File: src/rtl/pbs_battle_dp_gen.sv
// pbs_battle_dp_gen: sequenced battle turn engine.
// Move select -> accuracy roll -> saturating damage, with a one-cycle done pulse.
module pbs_battle_dp_gen #(
  parameter int unsigned HP_W   = 4,
  parameter int unsigned MAX_HP = 15,
  parameter int unsigned MOVE_W = 2,
  parameter int unsigned ACC_W  = 4,
  parameter logic [15:0] SEED   = 16'hACE1
) (
  input  logic                             clk,
  input  logic                             rst,
  input  logic                             start,
  input  logic                             actr,
  input  logic [MOVE_W-1:0]                p_move,
  input  logic                             new_battle,
  input  logic [(1 << MOVE_W)*HP_W-1:0]    dmg_tbl,
  input  logic [(1 << MOVE_W)*ACC_W-1:0]   acc_tbl,
  output logic [HP_W-1:0]                  p_hp,
  output logic [HP_W-1:0]                  ai_hp,
  output logic                             busy,
  output logic                             done,
  output logic                             hit,
  output logic [MOVE_W-1:0]                last_move,
  output logic [HP_W-1:0]                  last_dmg,
  output logic                             faint_p,
  output logic                             faint_ai
);

  localparam int unsigned NM = 1 << MOVE_W;
  localparam logic [HP_W-1:0] MAX_HP_V = HP_W'(MAX_HP);

  if (SEED == 16'h0000) begin : g_bad_seed
    $fatal(1, "pbs_battle_dp_gen: SEED must be non-zero");
  end
  if (MAX_HP < 1 || MAX_HP > (2**HP_W) - 1) begin : g_bad_max_hp
    $fatal(1, "pbs_battle_dp_gen: MAX_HP out of range");
  end
  if (MOVE_W < 1 || MOVE_W > 8 || ACC_W < 1 || ACC_W > 8) begin : g_bad_width
    $fatal(1, "pbs_battle_dp_gen: MOVE_W/ACC_W out of range");
  end

  typedef enum logic [1:0] {S_IDLE, S_SEL, S_ROLL, S_APPLY} state_t;

  state_t            state_q, state_d;
  logic [15:0]       lfsr_q, lfsr_d;
  logic [MOVE_W-1:0] mv_q, mv_d;
  logic              att_q, att_d;
  logic              hit_q, hit_d;
  logic              done_q, done_d;
  logic [HP_W-1:0]   p_hp_q, p_hp_d;
  logic [HP_W-1:0]   ai_hp_q, ai_hp_d;
  logic [MOVE_W-1:0] last_move_q, last_move_d;
  logic [HP_W-1:0]   last_dmg_q, last_dmg_d;

  logic [HP_W-1:0]   dmg_sel;
  logic [ACC_W-1:0]  acc_sel;
  logic [HP_W-1:0]   def_hp;
  logic [HP_W-1:0]   eff_dmg;
  logic [HP_W-1:0]   dec;

  // Galois LFSR, free-running in every state
  always_comb begin
    lfsr_d = lfsr_q[0] ? ((lfsr_q >> 1) ^ 16'hB400) : (lfsr_q >> 1);
  end

  // Per-move table lookup for the latched move
  always_comb begin
    dmg_sel = '0;
    acc_sel = '0;
    for (int unsigned i = 0; i < NM; i++) begin
      if (mv_q == MOVE_W'(i)) begin
        dmg_sel = dmg_tbl[i*HP_W +: HP_W];
        acc_sel = acc_tbl[i*ACC_W +: ACC_W];
      end
    end
  end

  // Turn sequencing and saturating HP update
  always_comb begin
    state_d     = state_q;
    mv_d        = mv_q;
    att_d       = att_q;
    hit_d       = hit_q;
    done_d      = 1'b0;
    p_hp_d      = p_hp_q;
    ai_hp_d     = ai_hp_q;
    last_move_d = last_move_q;
    last_dmg_d  = last_dmg_q;
    def_hp      = att_q ? p_hp_q : ai_hp_q;
    eff_dmg     = hit_q ? dmg_sel : '0;
    dec         = (def_hp > eff_dmg) ? eff_dmg : def_hp;
    case (state_q)
      S_IDLE: begin
        if (new_battle) begin
          p_hp_d      = MAX_HP_V;
          ai_hp_d     = MAX_HP_V;
          hit_d       = 1'b0;
          last_move_d = '0;
          last_dmg_d  = '0;
        end else if (start && (p_hp_q != '0) && (ai_hp_q != '0)) begin
          state_d = S_SEL;
        end
      end
      S_SEL: begin
        mv_d    = actr ? lfsr_q[MOVE_W-1:0] : p_move;
        att_d   = actr;
        state_d = S_ROLL;
      end
      S_ROLL: begin
        hit_d   = (lfsr_q[15 -: ACC_W] <= acc_sel);
        state_d = S_APPLY;
      end
      S_APPLY: begin
        if (att_q) p_hp_d = def_hp - dec;
        else       ai_hp_d = def_hp - dec;
        last_move_d = mv_q;
        last_dmg_d  = dec;
        done_d      = 1'b1;
        state_d     = S_IDLE;
      end
      default: state_d = S_IDLE;
    endcase
  end

  // State registers; reset abandons any in-flight turn
  always_ff @(posedge clk or negedge rst) begin
    if (!rst) begin
      state_q     <= S_IDLE;
      lfsr_q      <= SEED;
      mv_q        <= '0;
      att_q       <= 1'b0;
      hit_q       <= 1'b0;
      done_q      <= 1'b0;
      p_hp_q      <= MAX_HP_V;
      ai_hp_q     <= MAX_HP_V;
      last_move_q <= '0;
      last_dmg_q  <= '0;
    end else begin
      state_q     <= state_d;
      lfsr_q      <= lfsr_d;
      mv_q        <= mv_d;
      att_q       <= att_d;
      hit_q       <= hit_d;
      done_q      <= done_d;
      p_hp_q      <= p_hp_d;
      ai_hp_q     <= ai_hp_d;
      last_move_q <= last_move_d;
      last_dmg_q  <= last_dmg_d;
    end
  end

  assign p_hp      = p_hp_q;
  assign ai_hp     = ai_hp_q;
  assign busy      = (state_q != S_IDLE);
  assign done      = done_q;
  assign hit       = hit_q;
  assign last_move = last_move_q;
  assign last_dmg  = last_dmg_q;
  assign faint_p   = (p_hp_q == '0);
  assign faint_ai  = (ai_hp_q == '0);

endmodule

File: config.mk
export PLATFORM = sky130hd
export DESIGN_NAME = pbs_battle_dp_gen
export DESIGN_NICKNAME = d
export VERILOG_FILES = /design/src/rtl/pbs_battle_dp_gen.sv
export SDC_FILE = /design/constraint.sdc
export NUM_CORES = 1
export LEC_CHECK = 0
export ABC_AREA = 1
export BUFFER_PORTS_ARGS = -buffer_cell sky130_fd_sc_hd__buf_2
export CORE_MARGIN = 3
export CORE_UTILIZATION = 30
export DETAILED_ROUTE_END_ITERATION = 10
export SLEW_MARGIN = 15
export SYNTH_ARGS = -nofsm -noshare
export SYNTH_HDL_FRONTEND = slang
export SYNTH_SLANG_ARGS = --single-unit
File: constraint.sdc
create_clock -name clk -period 3.8 [get_ports clk]
set_input_delay 0.38 -clock clk [delete_from_list [all_inputs] [get_ports clk]]
set_output_delay 0.38 -clock clk [all_outputs]
set_load 0.05 [all_outputs]
==> results.json, run 1 <==
{
  "yosysSeqAreaShare_pct": 43.3,
  "rows": 30,
  "grt_pass1_vias": 1720,
  "worstPathArrival_ps": 3460,
  "die_width_um": 91.3,
  "status": "complete, no violations",
  "yosysWarnings": 0,
  "cts_tree": "yes",
  "n_antenna_cell": 0,
  "switchingPower_w": 0.00130,
  "clockPowerShare_pct": 11.1,
  "synth_nets": 302,
  "power_frac_comb_pct": 63.9,
  "start_util_pct": 31.6,
  "ctsHoldBuffers": 0,
  "hpwl_um": 3970,
  "p_leak_nw": 1.36,
  "areaGrowthSynthToFinish_pct": 20.1,
  "core_mm2": 0.00691,
  "internal_power_w": 0.00116,
  "max_slew_margin_pct": 45.9,
  "power_frac_seq_pct": 25.0,
  "ys_ff_latch": 37,
  "finalClockSkew_ps": 4.15,
  "dr.pass1.iters": 4,
  "fmax_mhz": 309,
  "ant_nets": 0,
  "htree_levels": 2,
  "grt_antenna_before_repair": 0,
  "hold_viol_final": 0,
  "routabilityCongestion": 0.820,
  "crit_path_end_kind": "flop",
  "cts_num_sinks": 37,
  "cp_data_required_time_ps": 4020,
  "grt_pass1_wl_um": 8340,
  "syn_area_per_cell_um2": 8.83,
  "post_cts_buffers": 0,
  "drive_gt1_share_pct": 37.3,
  "num_vias": 1808,
  "post_drt_wl_per_cell_um": 12.5,
  "clk_pin_slew_worst_paths_ps": 70,
  "ys_types": 37,
  "nets": 360,
  "drv_slew": 0,
  "insertion_delay_ps": 280,
  "sw_frac_of_total_pct": 52.9,
  "worstSetupStartpointType": "flop",
  "worstMarginPinSlew_ps": 812,
  "rsz0062_at_grt": "false",
  "remaining_drc_errors": 0,
  "period_needed_ps": 3240,
  "globalRouteTotalUtil_pct": 12.4,
  "numCtsBuffers": 5,
  "nFillCells": 730,
  "ir_worst_vdd_mv": 0.256,
  "grt_start_max_net_pins": 38,
  "via_per_inst": 4.50,
  "numPortBuffers": 57,
  "path_class": "reg2reg",
  "drtIter0Drc": 84,
  "tns_ps": 0,
  "critPathLaunch": "mv_q[0]$_DFFE_PN0N_",
  "powerDensity_mw_per_mm2": 940,
  "setup_viol": 0,
  "crit_fanout": 12,
  "die_height_um": 91.3,
  "hp-class": "in2async",
  "final_cell_area_mm2": 0.00262,
  "syn-cell-area_mm2": 0.00218,
  "gr-total-overflow": 0,
  "netlist_instances": 247,
  "clockBufferDepth": 2,
  "cap_violations": 0,
  "die_area_mm2": 0.00833,
  "drt_wl_total_um": 5040,
  "placed_cell_area_mm2": 0.00253,
  "ios": 58,
  "cts-resized-gates": 0,
  "root_buffer": "clkbuf_8",
  "r2r-start": "mv_q[0]$_DFFE_PN0N_",
  "fin_crit_sh_pct": 85.3
}
-- cell usage after synthesis (all sizes together) --
master / count / area, um2
nand2: 55 / 229
or2: 3 / 18.8
buf: 6 / 57.6
a32o: 1 / 10.0
o21ai: 32 / 179
o21a: 1 / 7.51
ha: 15 / 188
a31oi: 5 / 31.3
nand4: 1 / 6.26
dfrtp: 21 / 526
o2bb2ai: 1 / 8.76
clkinv: 1 / 3.75
inv: 34 / 128
bufinv: 1 / 17.5
fa: 1 / 20.0
dfstp: 16 / 420
o22ai: 2 / 12.5
nand3: 15 / 90.1
a21oi: 11 / 96.4
o211ai: 1 / 12.5
a31o: 1 / 8.76
xor2: 3 / 26.3
a221oi: 1 / 8.76
nor2: 19 / 76.3
-- power by group through the flow --
stage / Clock (W) / Combinational [W] / Sequential [W]
after CTS: 0.000284 / 0.00158 / 0.000615
after global routing: 0.000300 / 0.00176 / 0.000633
after floorplan: 0 / 0.00110 / 0.000793
after detailed placement: 0 / 0.00157 / 0.000621
final: 0.000272 / 0.00157 / 0.000616
after global placement: 0 / 0.00156 / 0.000619
-- registers in the layout, indices dropped and copies added, names as in the netlist --
register   cells
lfsr_q        16
ai_hp          4
last_dmg       4
p_hp           4
last_move      2
mv_q           2
state_q        2
att_q          1
done           1
hit            1
-- layer usage --
metal	global-route usage, %	wire, um
met1	17.9	2460
met4	4.02	37
met2	18.3	2200
met3	2.65	348
met5	0	0
-- worst max-delay path: stages (launching register included) --
cell	delay, ps
dfrtp_1	510
nand2_2	300
nor2_1	80
nor2_1	220
nand2_4	80
ha_1	290
nand2_1	80
inv_2	40
nand2_1	50
nor2_1	50
a21oi_4	280
nand2_1	110
o21ai_2	90
ha_1	300
nand2_1	80
nand2_1	40
a31oi_1	190
inv_1	60
nand2_1	90
nand3_2	80
nand2_1	80
nand2_1	60
-- layout by cell type, fill, tap and decap left out --
master     Yosys  routed
a32o_1         1       1
xor2_1         3       3
or2_0          1       1
a21oi_1        6       6
buf_2          1      57
o22ai_1        2       2
a31oi_1        5       5
nand3_2        3       3
o211ai_2       1       1
a31o_1         1       1
nand3_1       12      12
or2_1          1       1
fa_1           1       1
bufinv_8       1       1
nand2_4        1       1
inv_2          8       8
dfrtp_1       21      21
nand4_1        1       1
clkinv_2       0       1
a21oi_4        3       3
clkinv_4       0       2
or2_2          1       1
nand2_1       48      48
clkinv_1       1       1
a221oi_1       1       1
o21a_1         1       1
dfstp_2       16      16
nand2_2        6       6
o2bb2ai_1      1       1
a21oi_2        2       2
o21ai_2        5       5
ha_1          15      15
clkbuf_8       0       5
o21ai_1       12      12
o21ai_0       15      15
nor2_1        17      17
nor2_2         2       2
inv_1         26      26
-- cell type report --
type	count	area [um2]	area share [%]
multi-input combinational	168	1030	39.3
sequential	37	946	36.1
timing repair buffer	57	285	10.9
inverter	36	149	5.68
tap	96	120	4.58
clock buffer	5	68.8	2.63
clock inverter	3	22.5	0.859
-- logic make-up (layout without fill, tap and decap cells) --
kind of cell    after synthesis  after routing  share of synthesized area (%)
simple gates                 93             93                           19.3
compound gates               56             56                           17.2
buf+inv                      42            101                           9.46
flops                        37             37                           43.3
fa+ha+maj                    16             16                           9.52
xor+xnor                      3              3                           1.20
-- worst paths after layout --
| path | to | slack, ps | depth (start not counted) |
|---|---|---|---|
| max reg2reg | p_hp[3]$_DFFE_PN1P_ | 560 | 21 |
| max in group asynchronous | lfsr_q[14]$_DFF_PN0_ | 3100 | 1 |
| min reg2reg | lfsr_q[1]$_DFF_PN0_ | 360 | 0 |
| max | p_hp[3]$_DFFE_PN1P_ | 560 | 21 |
| min | last_dmg[2]$_DFFE_PN0P_ | 180 | 1 |
| min in group clk | att_q$_DFFE_PN0N_ | 350 | 3 |
-- stage by stage --
| stage | setup WS (ps) | hold slack, ps | power (W) | std cells | utilization, % |
|---|---|---|---|---|---|
| 4_1_cts | 567 | 194 | 0.00248 | 402 | 38.0 |
| 3_5_place_dp | 592 | 339 | 0.00219 | 394 | 36.6 |
| 3_3_place_gp | 573 | 335 | 0.00217 | 394 | 36.6 |
| 2_1_floorplan | 882 | 84.4 | 0.00189 | 247 | - |
| 5_1_grt | 194 | 235 | 0.00269 | 402 | 38.0 |
| 6_report | 560 | 177 | 0.00246 | 402 | 38.0 |
Note: power is estimated with default switching activity, not from simulation.
==> run 2, diff against run 1 <==
- clock period: 3.8 -> 3.27 ns (I/O delays scaled with it)
==> run 2 against run 1 <==
Against the previous run: critical path depth down 1; critical endpoint is now ai_hp[2]$_DFFE_PN1P_; sequential power up 15%; total power up 27%; hold slack worse by 53 ps; critical path type unchanged; via count up 0.61%; clock skew about the same; first-iteration DRC count down 4.8%; fmax up 8.9%; count of clock-buffer cells in the layout up 1; setup slack worse by 260 ps; global-route usage about the same; core utilization up 1.8 points; highest routed layer unchanged.
==> results.json, run 2 (synthesized netlist as in run 1, its figures left out) <==
{
  "status": "complete, no violations",
  "cts_num_sinks": 37,
  "dr.pass1.iters": 4,
  "grt_start_max_net_pins": 38,
  "final_cell_area_mm2": 0.00275,
  "ir_worst_vdd_mv": 0.360,
  "hp-class": "in2async",
  "layout_commonest_cell": "buf_2",
  "hold_viol_final": 0,
  "path_class": "reg2reg",
  "setup_viol": 0,
  "clk_pin_slew_worst_paths_ps": 70,
  "globalRouteTotalUtil_pct": 12.4,
  "switchingPower_w": 0.00157,
  "drv_slew": 0,
  "via_per_inst": 4.42,
  "rows": 30,
  "crit_fanout": 10,
  "max_flop_register": "lfsr_q",
  "layout_common_cells": "buf_2 (57), nand2_1 (48), inv_1 (26), dfrtp_1 (19)",
  "crit_path_cell_trace": "bufinv_8, o21ai_1, nand2_1, nand2_1, nand2_2, nand2_4, ha_1, nand2_1, inv_2, nand2_1, nor2_2, a21oi_2, nand2_2, o21ai_2, ha_1, fa_1, a21oi_1, o21ai_1, nand2_1, o21ai_1",
  "powerDensity_mw_per_mm2": 1140,
  "htree_levels": 2,
  "sw_frac_of_total_pct": 50.2,
  "crit_top_cell": "nand2_1",
  "routabilityCongestion": 0.746,
  "grt.busiest_layer": "met2",
  "worstPathArrival_ps": 3180,
  "gr-total-overflow": 0,
  "ios": 58,
  "use_met1_pct": 16.7,
  "num_vias": 1819,
  "die_height_um": 91.3,
  "numCtsBuffers": 5,
  "start_util_pct": 31.6,
  "numPortBuffers": 57,
  "largest_reg_flops": 16,
  "hpwl_um": 3900,
  "period_needed_ps": 2980,
  "p_leak_nw": 1.42,
  "power_frac_seq_pct": 22.7,
  "ant_nets": 0,
  "rr_worst_depth": 20,
  "path_depth": 20,
  "drt_wl_total_um": 5070,
  "instances_no_fill": 412,
  "fin_crit_sh_pct": 91.0,
  "grt_pass1_wl_um": 8410,
  "fmax_mhz": 336,
  "r2r-start": "mv_q[0]$_DFFE_PN0N_",
  "nFillCells": 724,
  "finalClockSkew_ps": 4.54,
  "grt_util_met3_pct": 3.81,
  "path_delay_family": "adder cells",
  "crit_path_end_kind": "flop",
  "post_drt_wl_per_cell_um": 12.3,
  "cp_slowest_cell": "dfrtp_2",
  "die_area_mm2": 0.00833,
  "r2r_slack_ps": 290,
  "insertion_delay_ps": 280,
  "clockPowerShare_pct": 12.3,
  "use_met2_pct": 19.3,
  "die_width_um": 91.3,
  "remaining_drc_errors": 0,
  "clockBufferDepth": 2,
  "cp_data_required_time_ps": 3480,
  "worstMarginPinSlew_ps": 797,
  "n_antenna_cell": 0,
  "cap_violations": 0,
  "r2r-end": "ai_hp[2]$_DFFE_PN1P_",
  "max_slew_margin_pct": 46.9,
  "root_buffer": "clkbuf_8",
  "grt_antenna_before_repair": 0,
  "placed_cell_area_mm2": 0.00256,
  "areaGrowthSynthToFinish_pct": 25.9,
  "nets": 370,
  "drive_gt1_share_pct": 40.8,
  "place_inst": 398,
  "core_mm2": 0.00691,
  "cp_slowest_stage_delay_ps": 460,
  "cts_tree": "yes",
  "grt_pass1_vias": 1733,
  "power_frac_comb_pct": 65.0,
  "drtIter0Drc": 80,
  "cp.buffers_inverters": 2,
  "worstSetupStartpointType": "flop",
  "internal_power_w": 0.00156
}
run 2: cell types whose count changed in the layout (fill, tap and decap cells not counted), sizes merged:
cell / before / now
buf: 57 / 65
clkinv: 4 / 2
a21oi: 11 / 12
clkbuf: 5 / 7
bufinv: 1 / 2
run 2: power by group through the flow:
stage	combinational [W]	sequential, W	clock (W)
after floorplan	0.00128	0.000922	0
after global placement	0.00184	0.000720	0
after detailed placement	0.00185	0.000721	0
after CTS	0.00186	0.000714	0.000398
after global routing	0.00229	0.000724	0.000417
final	0.00204	0.000709	0.000385
run 2: final cells by class:
type | instances | area [um2] | area share (%)
multi-input combinational | 169 | 1070 | 38.9
sequential | 37 | 948 | 34.5
timing repair buffer | 66 | 350 | 12.8
inverter | 36 | 149 | 5.42
tap | 96 | 120 | 4.37
clock buffer | 6 | 72.6 | 2.64
clock inverter | 2 | 38.8 | 1.41
run 2: metal layers:
metal  up-vias  part of all wire [%]  wire, um
li1        940                     -         -
met1       818                    49      2480
met2        57                    44      2240
met3         4                   6.0       304
met4         0                  0.93        47
met5         -                     0         0
run 2: stage by stage:
stage               TNS [ps]  setup WS, ps  hold WS, ps  total power (W)  util [%]
floorplan                  0           352         31.4          0.00220         -
global placement           0           155          333          0.00256      37.1
detailed placement         0           107          337          0.00257      37.1
CTS                        0          71.7          156          0.00297      38.7
global route           -3.88         -3.88          189          0.00343      39.8
finish                     0           295          124          0.00313      39.8
run 2: worst reg2reg max path, stage by stage, from the launching register on:
cell and delay, ps:
dfrtp_2 460, bufinv_8 230, o21ai_1 60, nand2_1 60, nand2_1 60, nand2_2 90, nand2_4 60, ha_1 320
nand2_1 70, inv_2 60, nand2_1 60, nor2_2 170, a21oi_2 100, nand2_2 90, o21ai_2 60, ha_1 220
fa_1 380, a21oi_1 130, o21ai_1 90, nand2_1 80, o21ai_1 60
run 2: timing repair:
| action | 4_1_cts | 5_1_grt |
|---|---|---|
| hold buffers | 0 | 0 |
| setup buffers | 0 | 5 |
| endpoints found under the setup margin | 0 | 5 |
| gates resized for setup | 0 | 8 |
run 2: worst max-delay path by stage:
| stage | start | slack, ps | endpoint |
|---|---|---|---|
| finish | mv_q[0]$_DFFE_PN0N_ | 290 | ai_hp[2]$_DFFE_PN1P_ |
| global route | mv_q[0]$_DFFE_PN0N_ | -4 | ai_hp[2]$_DFFE_PN1P_ |
| CTS | mv_q[0]$_DFFE_PN0N_ | 70 | ai_hp[3]$_DFFE_PN1P_ |
| detailed placement | mv_q[0]$_DFFE_PN0N_ | 110 | ai_hp[2]$_DFFE_PN1P_ |
| global placement | mv_q[0]$_DFFE_PN0N_ | 160 | ai_hp[3]$_DFFE_PN1P_ |
| floorplan | hit$_DFFE_PN0P_ | 350 | ai_hp[2]$_DFFE_PN1P_ |
